File: src/rtl/serial_frame_rx.sv
// Serial frame receiver: start bit, N data bits MSB-first, optional even parity, stop bit.
// Delivers each good word into a one-entry valid/ready output slot and pulses error flags.
module serial_frame_rx #(
   parameter int N         = 8,
   parameter int PARITY_EN = 1
) (
   input  logic         clk,
   input  logic         reset,
   input  logic         bit_en,
   input  logic         sin,
   output logic [N-1:0] data_out,
   output logic         out_valid,
   input  logic         out_ready,
   output logic         parity_err,
   output logic         frame_err,
   output logic         overrun,
   output logic         busy
);

   localparam int CW = $clog2(N + 1);

   localparam logic [1:0] S_IDLE   = 2'd0;
   localparam logic [1:0] S_DATA   = 2'd1;
   localparam logic [1:0] S_PARITY = 2'd2;
   localparam logic [1:0] S_STOP   = 2'd3;

   logic [1:0]    state_q, state_d;
   logic [CW-1:0] cnt_q, cnt_d;
   logic [N-1:0]  sh_q, sh_d;
   logic          par_q, par_d;
   logic [N-1:0]  data_q, data_d;
   logic          valid_q, valid_d;
   logic          perr_q, perr_d;
   logic          ferr_q, ferr_d;
   logic          ovr_q, ovr_d;
   logic          busy_q, busy_d;

   always_comb begin
      state_d = state_q;
      cnt_d   = cnt_q;
      sh_d    = sh_q;
      par_d   = par_q;
      data_d  = data_q;
      valid_d = valid_q;
      perr_d  = 1'b0;
      ferr_d  = 1'b0;
      ovr_d   = 1'b0;

      if (valid_q && out_ready) begin
         valid_d = 1'b0;
      end

      if (bit_en) begin
         case (state_q)
            S_IDLE: begin
               if (!sin) begin
                  state_d = S_DATA;
                  cnt_d   = '0;
               end
            end
            S_DATA: begin
               sh_d = {sh_q[N-2:0], sin};
               if (cnt_q == CW'(N - 1)) begin
                  state_d = (PARITY_EN != 0) ? S_PARITY : S_STOP;
               end else begin
                  cnt_d = cnt_q + CW'(1);
               end
            end
            S_PARITY: begin
               par_d   = sin;
               state_d = S_STOP;
            end
            default: begin
               // Stop bit: framing beats parity beats overrun; a same-edge consume frees the slot.
               state_d = S_IDLE;
               if (!sin) begin
                  ferr_d = 1'b1;
               end else if ((PARITY_EN != 0) && ((^sh_q) ^ par_q)) begin
                  perr_d = 1'b1;
               end else if (!valid_q || out_ready) begin
                  data_d  = sh_q;
                  valid_d = 1'b1;
               end else begin
                  ovr_d = 1'b1;
               end
            end
         endcase
      end

      busy_d = (state_d != S_IDLE);
   end

   always_ff @(posedge clk) begin
      if (reset) begin
         state_q <= S_IDLE;
         cnt_q   <= '0;
         sh_q    <= '0;
         par_q   <= 1'b0;
         data_q  <= '0;
         valid_q <= 1'b0;
         perr_q  <= 1'b0;
         ferr_q  <= 1'b0;
         ovr_q   <= 1'b0;
         busy_q  <= 1'b0;
      end else begin
         state_q <= state_d;
         cnt_q   <= cnt_d;
         sh_q    <= sh_d;
         par_q   <= par_d;
         data_q  <= data_d;
         valid_q <= valid_d;
         perr_q  <= perr_d;
         ferr_q  <= ferr_d;
         ovr_q   <= ovr_d;
         busy_q  <= busy_d;
      end
   end

   assign data_out   = data_q;
   assign out_valid  = valid_q;
   assign parity_err = perr_q;
   assign frame_err  = ferr_q;
   assign overrun    = ovr_q;
   assign busy       = busy_q;

endmodule

File: config.mk
export PLATFORM = sky130hd
export DESIGN_NAME = serial_frame_rx
export DESIGN_NICKNAME = d
export VERILOG_FILES = /design/src/rtl/serial_frame_rx.sv
export SDC_FILE = /design/constraint.sdc
export NUM_CORES = 1
export LEC_CHECK = 0
export BUFFER_PORTS_ARGS = -buffer_cell sky130_fd_sc_hd__buf_2
export CORE_ASPECT_RATIO = 1.4
export CORE_MARGIN = 1
export CORE_UTILIZATION = 50
export DETAILED_ROUTE_END_ITERATION = 8
export PLACE_DENSITY = 0.71
export SLEW_MARGIN = 0
export SYNTH_ARGS = -nofsm -noshare
export SYNTH_HDL_FRONTEND = slang
export SYNTH_SLANG_ARGS = --single-unit
File: constraint.sdc
create_clock -name clk -period 5.4 [get_ports clk]
set_input_delay 1.08 -clock clk [delete_from_list [all_inputs] [get_ports clk]]
set_output_delay 1.08 -clock clk [all_outputs]
set_load 0.05 [all_outputs]
==> metrics.txt, run 1 <==
status=finished clean; crit-path cells=buf_2 > inv_1 > or4b_4 > mux2i_4 > mux2i_1; CP top delay family=multiplexers; post-CTS sizing=0; setup TNS=0 ns; top layer in use=met4; Clk Tree Root Cell=clkbuf_4; top_reg_cell synth=dfxtp_1; WL met1=between 1 and 1.5 mm; CP Capture Type=register; area grow syn2layout=11.25%; switching fraction of total power=0.2376; Final Hold Vio Count=0; Port Buffer Count=17; share of layout cells above drive strength 1=0.1491; GR Util All Layers=0.1899; routed wl met2=between 1 and 1.5 mm; worst-skew pair later-pin latency=0.33 ns; DRT iter0 DRCs=33; Synth Warn #=0; Mapped Cells=148; clock skew=around 0.011 ns; largest net degree at the start of global routing=32; # clock sinks=28; Seq/Total Area, Yosys=0.4133; Commonest cells post-synth=28 x dfxtp_1, 17 x nand2b_1, 14 x nand2_1; Syn Area/Cell=~9.2 µm²; Die W=between 40 and 50 µm; CTS H-tree lvls=1; class of the worst hold path=reg -> reg; CTS tree=done; cell with the largest stage delay on the worst path=or4b_4; Vias=1025; post-synthesis cell area=1356 µm²; Core Area=2587 µm²; Initial Util=0.5242; # rows=22; antenna violations before repair=0; drt drc=0; Async SR Flop Fraction=0; top post-synthesis cells by area=dfxtp_1 41%, nand2b_1 7.8%, mux2i_1 5.9%; routed vias/inst=between 5 and 6; DR pass1 iterations=4; Worst-path clk slew=0.16 ns; crit start category=primary input; die area=2928 µm²; GPL Wtd Cong=0.8528; critical path data required time=around 5.7 ns; Post-synth EDFFs=0; met3 wire len=between 40 and 50 µm; clock group share of total power=0.353; wire length per cell=roughly 12 µm; DRT antenna net count=0; Tmin final=2.373 ns; Final period util=0.4395; Slew HR=0.6371; Synth cell types=35; Post-CTS Hold Fix Bufs=0; post-detail-place hpwl=1.854 mm; Power Total=0.3942 mW; net count after synthesis=158; first-pass GRT wire length=4.222 mm; Synth top area share=0.4133; P_int=0.3005 mW; Peak VDD IR=0.1794 mV; CP Class=in -> reg; setup repair bufs after CTS=0; net load switching power=0.09368 mW; Seq cells post-synth=28; CTS buffer count=3; Max Slew Vio Count=0; Max Fclk=about 0.42 GHz; DRT Wirelength=2.435 mm; NumNets Final=172; Fillers=257; final setup vio count=0; CP max FO=17; Buf/Inv on CP=2; register share of total power=0.543; Leakage Power=0.5646 nW; Power per Cell Area=261.2 nW/µm²; diode count=0; DIE HEIGHT=approximately 64 µm; Overflow after GRT=0; Worst EP arrival=roughly 2.6 ns; max-cap violation count=0; CTS max path bufs=2; Synth area leader=dfxtp_1; RSZ-0062 raised after global routing=false; I/O pins=18; Tightest Pin Transition=0.5444 ns; CP peak stage delay=about 0.56 ns; number of global-route vias before repair=989; count leader, synth=dfxtp_1; Comb pwr share=0.104
-- worst register-to-register path, cell delays in order, from the launching register on --
cell and delay (ns):
dfxtp_1 0.41, xor3_1 0.50, or4b_4 0.52, mux2i_4 0.36, mux2i_1 0.27
-- power by group through the flow --
stage | registers (mW) | clock network (mW) | logic (mW)
finish | 0.214 | 0.139 | 0.0409
global route | 0.215 | 0.151 | 0.0455
CTS | 0.214 | 0.142 | 0.0411
detailed placement | 0.219 | 0 | 0.0410
global placement | 0.219 | 0 | 0.0397
floorplan | 0.222 | 0 | 0.0288
-- placed cells by master (no fill, tap or decap), types with 2 or more instances in the layout --
| master | n |
|---|---|
| o211ai_1 | 3 |
| ha_1 | 5 |
| nand3_1 | 10 |
| clkbuf_4 | 3 |
| xnor2_1 | 3 |
| nor2_1 | 7 |
| nand2b_1 | 17 |
| inv_1 | 4 |
| buf_2 | 17 |
| o21ai_0 | 2 |
| xor2_1 | 3 |
| nor3_1 | 2 |
| nor2b_1 | 3 |
| a21oi_1 | 12 |
| nand2_1 | 14 |
| mux2i_1 | 8 |
| dfxtp_1 | 28 |
-- per-layer routing --
metal	up-vias	global-route usage
met2	12	0.3451
met1	479	0.2100
li1	532	-
met4	0	0.07721
met5	-	0
met3	2	0.01719
-- stage by stage --
stage               cells  cell area [µm²]  setup WS, ns  hold slack (ns)  utilization
detailed placement    193             1456         2.663           0.4593       0.5629
CTS                   197             1509         3.009           0.4845       0.5832
global route          197             1509         2.962           0.5023       0.5832
floorplan             148             1356         2.909           0.4488            -
global placement      193             1456         2.789           0.4560       0.5629
finish                197             1509         3.027           0.4823       0.5832
-- registers in the layout, indices dropped and copies added, names as in the netlist --
signal and flops:
frame_err 1, out_valid 1, busy 1, par_q 1, sh_q 8, state_q 2
overrun 1, cnt_q 4, data_out 8, parity_err 1
-- logic make-up (layout without fill, tap and decap cells) --
logic type,Yosys count,in the layout,share of synthesized area
simple gates,62,62,0.2509
flops,28,28,0.4133
compound gates,24,24,0.1079
buf+inv,12,25,0.03321
mux,9,9,0.07565
xor+xnor,8,8,0.07288
fa+ha+maj,5,5,0.04613
-- final cells by class --
| cell class | count | area [µm²] | area share |
|---|---|---|---|
| clock inverters | 1 | 30.03 | 0.01990 |
| inverters | 4 | 15.01 | 0.009950 |
| well taps | 36 | 45.04 | 0.02985 |
| flip-flops and latches | 28 | 560.5 | 0.3715 |
| repair buffers | 17 | 85.08 | 0.05638 |
| multi-input cells | 108 | 750.7 | 0.4975 |
| clock buffers | 3 | 22.52 | 0.01493 |
-- path summary, 6_finish.rpt --
| check | startpoint | endpoint | slack (ns) | depth (start not counted) |
|---|---|---|---|---|
| min | data_out[2] | data_out[2] | 0.48 | 2 |
| max | bit_en | data_out[6] | 3.03 | 5 |
| min reg2reg | data_out[2] | data_out[2] | 0.48 | 2 |
| max reg2reg | sh_q[5] | data_out[6] | 3.28 | 4 |
(Power assumes the default switching activity.)
==> inputs of run 2 (changes only) <==
- clock period: 5.4 -> 2.2 ns (I/O delays scaled with it)
==> metrics.txt, run 2 (synthesis gave the netlist of run 1 again) <==
CTS H-tree lvls=1; # clock sinks=28; share of layout cells above drive strength 1=0.1595; DIE HEIGHT=about 64 µm; Core Area=~2600 µm²; CP peak stage delay=around 0.51 ns; clock skew=0.001403 ns; CP max FO=8; CP Capture Type=register; Max Slew Vio Count=0; pre-CTS setup slack=0.1926 ns; setup TNS=0 ns; antenna violations before repair=0; GPL Wtd Cong=0.8203; Tightest Pin Transition=~0.58 ns; met3 wire len=approximately 40 µm; final instance area=around 1500 µm²; Power per Cell Area=582.1 nW/µm²; final setup margin=0.1766 ns; first-pass GRT wire length=approximately 4.1 mm; NumNets Final=174; Initial Util=0.5242; routed wl met2=1.324 mm; commonest non-fill, non-tap cell in the layout=dfxtp_1; I/O pins=18; RSZ-0062 raised after global routing=false; post-CTS sizing=0; Leakage Power=0.5667 nW; final setup vio count=0; setup repair bufs after CTS=0; worst-skew pair later-pin latency=0.32 ns; diode count=0; Tmin final=2.023 ns; highest-count cells in the layout ignoring fill and taps=28 x dfxtp_1, 17 x nand2b_1, 17 x buf_2; largest net degree at the start of global routing=32; DRT antenna net count=0; Max Fclk=0.4942 GHz; Die W=46.02 µm; class of the worst hold path=in -> reg; Core Util, Final=0.5827; status=finished clean; CTS buffer count=3; Final Hold Vio Count=0; area grow syn2layout=11.16%; number of global-route vias before repair=987; die area=2928 µm²; max-cap violation count=0; CP Class=reg -> reg; drt drc=0; DR pass1 iterations=4; placed cell area=1471 µm²; top layer in use=met4; Overflow after GRT=0; DRT iter0 DRCs=18; GR Util All Layers=0.1856; Final period util=0.9197; Worst EP arrival=2.29 ns; critical path data required time=roughly 2.5 ns; DRT Wirelength=2.469 mm; Port Buffer Count=17; cell with the largest stage delay on the worst path=or4b_4; post-detail-place hpwl=1.831 mm; Fillers=256; Slew HR=0.6163; Vias=1058; Peak VDD IR=a little under 0.5 mV; CTS max path bufs=2; CTS tree=done; wire length per cell=between 10 and 15 µm; crit-path cells=xor3_1 > or4b_4 > mux2i_4 > mux2i_1; crit start category=register; Post-CTS Hold Fix Bufs=0; routed vias/inst=5.317; Clk Tree Root Cell=clkbuf_4; Worst-path clk slew=0.14 ns; WL met1=roughly 1.1 mm; # rows=22
[run 2: worst paths after layout]
| check | to | cells past startpoint | start | slack (ns) |
|---|---|---|---|---|
| setup / recovery | data_out[0] | 4 | sh_q[5] | 0.18 |
| hold / removal | frame_err | 2 | sin | 0.38 |
| setup reg to reg | data_out[0] | 4 | sh_q[5] | 0.18 |
| hold reg to reg | data_out[7] | 2 | data_out[7] | 0.48 |
[run 2: metal layers]
metal | track usage | vias to the layer above
met2 | 0.3151 | 10
met5 | 0 | -
met4 | 0.08824 | 0
li1 | - | 540
met3 | 0.02865 | 4
met1 | 0.2143 | 504
[run 2: report_power, final]
part           switching, mW  internal (mW)  total [mW]
clock                  0.146          0.101       0.247
combinational         0.0667         0.0388       0.105
sequential           0.00772          0.517       0.525
[run 2: through the flow]
step                hold WS, ns  std cells  power, mW
floorplan                0.4488        148     0.6146
global placement         0.4571        195     0.6377
detailed placement       0.4605        195     0.6408
CTS                      0.3635        199     0.8882
global route             0.3466        199     0.9275
finish                   0.3828        199     0.8777
[run 2: cell type report]
class	instances	area, µm²	share of cell area
inverters	4	15.01	0.009958
clock buffers	4	36.28	0.02407
multi-input cells	108	750.7	0.4979
well taps	36	45.04	0.02988
flip-flops and latches	28	560.5	0.3718
repair buffers	19	100.1	0.06639
[run 2: critical path, delay by kind of cell, from the launching register on]
family	cells	cell delay, ns
flip-flops	1	0.39
XOR/XNOR	1	0.47
AND/OR/NAND/NOR	1	0.51
multiplexers	2	0.59
